[src/rtl/upcount_modload_if.sv]
// Bus bundle for upcount_modload: control/data inputs, count and status outputs.
// master drives the controls (testbench/parent); slave is the counter itself.
interface upcount_modload_if #(
   parameter int unsigned WIDTH = 4
);
   logic             en;
   logic             load;
   logic [WIDTH-1:0] din;
   logic [WIDTH-1:0] modval;
   logic             clr_ovf;
   logic [WIDTH-1:0] out;
   logic             co;
   logic             tc;
   logic             ovf;

   modport master (
      output en, load, din, modval, clr_ovf,
      input  out, co, tc, ovf
   );

   modport slave (
      input  en, load, din, modval, clr_ovf,
      output out, co, tc, ovf
   );
endinterface

[src/rtl/upcount_modload.sv]
// Loadable up-counter that wraps to 0 after a runtime terminal value (modval).
// Optional sticky out-of-range wrap flag enabled by macro UPCOUNT_MODLOAD_OVF_EN.
module upcount_modload #(
   parameter int unsigned WIDTH = 4
) (
   input logic               clk,
   input logic               reset,
   upcount_modload_if.slave  bus
);
   logic [WIDTH-1:0] count;
   logic             tc_q;
   logic             at_mod;
   logic             advance;

   // modval is compared live every cycle, never latched
   assign at_mod  = (count == bus.modval);
   assign advance = bus.en & ~bus.load;

   assign bus.out = count;
   assign bus.tc  = tc_q;
   assign bus.co  = advance & at_mod;

   always_ff @(posedge clk or posedge reset) begin
      if (reset) begin
         count <= '0;
         tc_q  <= 1'b0;
      end else if (bus.load) begin
         count <= bus.din;
         tc_q  <= 1'b0;
      end else if (bus.en) begin
         if (at_mod) begin
            count <= '0;
            tc_q  <= 1'b1;
         end else begin
            // above modval this rolls over modulo 2^WIDTH
            count <= count + WIDTH'(1);
            tc_q  <= 1'b0;
         end
      end else begin
         tc_q <= 1'b0;
      end
   end

`ifdef UPCOUNT_MODLOAD_OVF_EN
   logic ovf_q;
   logic set_ovf;

   // all-ones rollover while not at modval means we were out of range
   assign set_ovf = advance & ~at_mod & (count == {WIDTH{1'b1}});
   assign bus.ovf = ovf_q;

   always_ff @(posedge clk or posedge reset) begin
      if (reset) begin
         ovf_q <= 1'b0;
      end else if (set_ovf) begin
         ovf_q <= 1'b1;
      end else if (bus.clr_ovf) begin
         ovf_q <= 1'b0;
      end
   end
`else
   logic unused_clr_ovf;

   assign unused_clr_ovf = bus.clr_ovf;
   assign bus.ovf        = 1'b0;
`endif
endmodule

[src/flat_wrapper.sv]
// flat-port wrapper written by rule: the top's interface ports become plain ports
module upcount_modload_flat 
#(
   parameter int unsigned WIDTH = 4
)
  (clk, reset, bus_en, bus_load, bus_din, bus_modval, bus_clr_ovf, bus_out, bus_co, bus_tc, bus_ovf);
  upcount_modload_if #(.WIDTH(WIDTH)) bus_i ();
  input logic clk;
  input logic reset;
  input wire logic [$bits(bus_i.en)-1:0] bus_en;
  input wire logic [$bits(bus_i.load)-1:0] bus_load;
  input wire logic [$bits(bus_i.din)-1:0] bus_din;
  input wire logic [$bits(bus_i.modval)-1:0] bus_modval;
  input wire logic [$bits(bus_i.clr_ovf)-1:0] bus_clr_ovf;
  output wire logic [$bits(bus_i.out)-1:0] bus_out;
  output wire logic [$bits(bus_i.co)-1:0] bus_co;
  output wire logic [$bits(bus_i.tc)-1:0] bus_tc;
  output wire logic [$bits(bus_i.ovf)-1:0] bus_ovf;
  assign bus_i.en = bus_en;
  assign bus_i.load = bus_load;
  assign bus_i.din = bus_din;
  assign bus_i.modval = bus_modval;
  assign bus_i.clr_ovf = bus_clr_ovf;
  assign bus_out = bus_i.out;
  assign bus_co = bus_i.co;
  assign bus_tc = bus_i.tc;
  assign bus_ovf = bus_i.ovf;
  upcount_modload #(.WIDTH(WIDTH)) u_core (.clk(clk), .reset(reset), .bus(bus_i));
endmodule
[config.mk]
export PLATFORM = sky130hd
export DESIGN_NAME = upcount_modload_flat
export DESIGN_NICKNAME = d
export VERILOG_FILES = /design/src/rtl/upcount_modload_if.sv /design/src/rtl/upcount_modload.sv /design/src/flat_wrapper.sv
export SDC_FILE = /design/constraint.sdc
export NUM_CORES = 1
export LEC_CHECK = 0
export ABC_CLOCK_PERIOD_IN_PS = 1950
export CAP_MARGIN = 20
export CORE_AREA = 3 3 40 42
export CTS_CLUSTER_DIAMETER = 150
export CTS_CLUSTER_SIZE = 16
export DETAILED_ROUTE_END_ITERATION = 10
export DIE_AREA = 0 0 43 45
export PLACE_DENSITY_LB_ADDON = 0.1
export SYNTH_ARGS = -nofsm -noshare
export SYNTH_HDL_FRONTEND = slang
export SYNTH_SLANG_ARGS = --single-unit
[constraint.sdc]
create_clock -name clk -period 1.95 [get_ports clk]
set_input_delay 0.4875 -clock clk [delete_from_list [all_inputs] [get_ports clk]]
set_output_delay 0.4875 -clock clk [all_outputs]
set_load 0.03 [all_outputs]
After elaboration in Yosys (flattened, before gate mapping) --
Cells that the tools add are included.
Storage, ports and cells: output and inout port bits 7, register bits after elaboration 5, word-level logic and storage cells 14, input port bits 13
Cells by class: bitwise operators 3, muxes and demuxes 6, equal/unequal tests 1, add/subtract/negate cells 1, reduce and logical (&&, ||, !) cells 1
Operators with widths (count):
- two-way mux 4 bit | 3
- adder 4 x 1 -> 4 bit (second input constant) | 1
- == test 4 bit | 1
- two-way mux 1 bit | 3
- AND 1 bit | 2
- nonzero test 2 bit | 1
- NOT 1 bit | 1

Longest topological paths before layout --
Gate-level depths: netlist (run 1).
depth after elaboration 4, mapped depth 4, gate-level depth less buffers 3

Worst setup path before layout (run 1) --
OpenSTA, ideal clock, no wires.
path kind reg-to-output, start point register u_core.count[3], in the netlist u_core.bus.out[3], end point output port bus_co, data arrival time 1.886 ns, data required time 1.462 ns, path slack -0.423 ns, cell stages (with the launch flop) 4, cells stage by stage dfrtp_1 xor2_1 nor4_4 nor3b_1
Between the ends: cells in the longest elaborated chain, start to end 2
RTL lines:
- start, declared | line upcount_modload.sv:10 | logic [WIDTH-1:0] count;
- start signal, assigned | line upcount_modload.sv:28 | count <= bus.din;
- start signal, assigned | line upcount_modload.sv:36 | count <= count + WIDTH'(1);
- == test 4 bit | line upcount_modload.sv:16 | assign at_mod = (count == bus.modval);
- AND 1 bit | line upcount_modload.sv:21 | assign bus.co = advance & at_mod;
- end, declared | line flat_wrapper.sv:16 | output wire logic [$bits(bus_i.co)-1:0] bus_co;
Every way passes these cells.

Worst setup path after layout (run 1) --
start point register u_core.count[1], in the netlist u_core.bus.out[1], end point output port bus_co
The elaborated chain is that of the path after synthesis.

==> results by group, run 1 <==
Timing
  • Clock Skew: 0.6213 ps
  • Unrepaired setup endpoints after global routing: yes
  • Tcrit/Tclk final: 103.5%
  • Achievable frequency: 495.5 MHz
  • PnR worst setup slack: -68.16 ps
  • Hold WS: 437.4 ps
  • Count of final max-slew check failures: 0
  • Final setup viols: 1
  • Min Tclk post-route: 2018 ps
  • Hold Violations, Final: 0

Critical path
  • Crit path capture type: primary output
  • Top fanout value on the critical path: 2
  • Worst path arrival time: 1530 ps
  • Crit start category: register
  • Required @ worst endpoint: 1460 ps
  • WS Path Type: register to primary output
  • Setup slack, reg-to-reg: 640 ps

Clock network
  • CTS buffer count: 3
  • Root Driver: clkbuf_4
  • TritonCTS clock tree: yes
  • Clock sink total: 5
  • H-tree levels: 1
  • Clock-pin slew on the worst setup and hold paths: 40 ps
  • Clock Latency Late Sink: 240 ps
  • CTS Buffer Depth: 2

Die
  • Initial core utilization: 26.87%
  • Die Width: 43 um
  • Core Area: 0.001285 mm^2
  • I/O pins: 20
  • Die ar.: 0.001935 mm^2
  • FP Rows: 13
  • DIE HEIGHT: 45 um

Route
  • Pre-antenna DRT Iters: 2
  • Metal-1 WL: 429 um
  • Vias: 363
  • Antenna-violating nets left: 0
  • Top Metal Used: met4
  • Post-DR wirelength/cell: 14.42 um
  • DR DRC count: 0
  • Routed met2 length: 587 um
  • Met3 wire length: 86 um
  • DR iter-0 viols: 2
  • Final WL: 1125 um
  • Vias/cell: 4.654

Power and ir drop
  • Total Power: 0.4323 mW
  • Power Dens Cells: 658.2 mW/mm^2
  • Leak: 0.2826 nW
  • Max rail drop VDD: 372.3 uV

Place
  • HPWL Detailed: 802.2 um
  • Placed insts: 69
  • Port-buffer cells: 17
  • RePlAce Congestion: 0.7252

Hold path
  • Hold/Removal Path Class: input port to asynchronous set/reset pin

Layout
  • Layout cell share with drive strength beyond 1: 39.68%
  • # nets final: 78
  • N_diodes: 0
  • Fill cells: 123
  • Commonest non-fill, non-tap cell in the layout: clkdlybuf4s50_1
  • Most frequent cells in the layout: 11 x clkdlybuf4s50_1, 9 x buf_4, 5 x nor3b_1
  • Area Overhead vs Synth: 90.22%
  • Final cell count without fillers: 78

Global routing
  • Grt ovf: 0
  • Pin count of the biggest net entering global routing: 12
  • Vias in the first global route: 379
  • First-pass GRT wire length: 1869 um
  • Overall fraction of global-route tracks in use: 14.09%
  • Initial antenna violation count: 0

Yosys
  • Synth top area share: 36.23%
  • YS warnings: 0
  • Main area contributors after synthesis: dfrtp_1 36%, nor3b_1 13%, xor2_1 13%, o31ai_1 6.5%, nor4_4 6.2%
  • #FFs+latches synth: 5
  • Area leader, netlist: dfrtp_1
  • Syn avg cell area: 9.867 um^2
  • Distinct cells, synth: 15
  • Mapped Cells: 35
  • Post-Syn Nets: 49
  • Synthesized cell area: 345.3 um^2
  • Seq/Total Area, Yosys: 36.23%

Status
  • Status: finished with violations
  • Failing checks: setup timing

Flow run
  • Max-cap violations: 0
[worst paths after layout]
check                                   from           endpoint  cells past startpoint
max in group asynchronous              reset  u_core.bus.out[1]                      2
hold reg to reg            u_core.bus.out[0]  u_core.bus.out[0]                      2
setup / recovery           u_core.bus.out[1]             bus_co                      4
setup reg to reg           u_core.bus.out[1]      u_core.bus.tc                      4
hold / removal                         reset  u_core.bus.out[2]                      2
min in group clk           u_core.bus.out[0]  u_core.bus.out[0]                      2
[what timing repair did]
| action | 4_1_cts | 5_1_grt |
|---|---|---|
| pin swaps | 3 | 3 |
| hold buffers | 0 | 0 |
| endpoints found under the hold margin | 0 | 0 |
| setup buffers | 2 | 3 |
| endpoints found under the setup margin | 1 | 2 |
| gates resized for setup | 14 | 4 |
[power by group]
part	leakage, nW	internal (mW)	switching (mW)
logic	0.210	0.0920	0.0890
registers	0.0580	0.118	0.0135
clock network	0.0150	0.0774	0.0428
[flip-flops by register name (all words and copies together) (netlist names)]
name,count
u_core.bus.out,4
u_core.bus.tc,1
[cell families after synthesis]
kind of cell	after synthesis	synth area share (%)
other cells	1	1.086
fa+ha+maj	1	3.623
buf+inv	5	6.521
simple gates	9	22.46
xor+xnor	6	15.22
flops	5	36.23
compound gates	8	14.86
[final cells by class]
type,count,area [um^2],area share [%]
timing repair buffer,26,231.5,35.24
clock buffer,4,26.28,4.000
inverter,3,11.26,1.714
tap,15,18.77,2.857
sequential,5,130.1,19.81
multi-input combinational,25,239.0,36.38
[synthesized netlist by cell type (all sizes together)]
cell type and instances:
clkbuf 1, buf 1, nand3 1, nor4 1
dfrtp 5, ha 1, a21oi 4, conb 1
o41ai 1, inv 3, o31ai 3, xnor2 1
nand2b 1, nor3b 6, xor2 5
[worst max-delay path, stage by stage (launching register included)]
cell,delay (ps)
dfrtp_2,420
xor2_2,170
nor4_4,290
nor3b_4,250
buf_6,160
[routing by layer]
layer	track usage, %	vias up
li1	-	173
met1	15.52	174
met2	22.75	12
met3	6.773	4
met4	7.229	0
met5	0	-
[stage by stage]
stage,util (%),TNS (ps),area (um^2),setup WS [ps]
after CTS,49.37,-95.00,634.4,-95.00
after detailed placement,44.01,-331.2,565.5,-331.2
final,51.12,-68.16,656.9,-68.16
after global routing,51.12,-146.7,656.9,-143.8
after global placement,44.01,-312.8,565.5,-312.8
after floorplan,-,0,360.3,2.651
No activity file was read; power rests on OpenSTA's default activity.
==> inputs of run 2 (changes only) <==
- GPL_ROUTABILITY_DRIVEN: unset -> 0
==> results of run 2 <==
The final DEF is identical to that of run 1; final timing and power are the same.
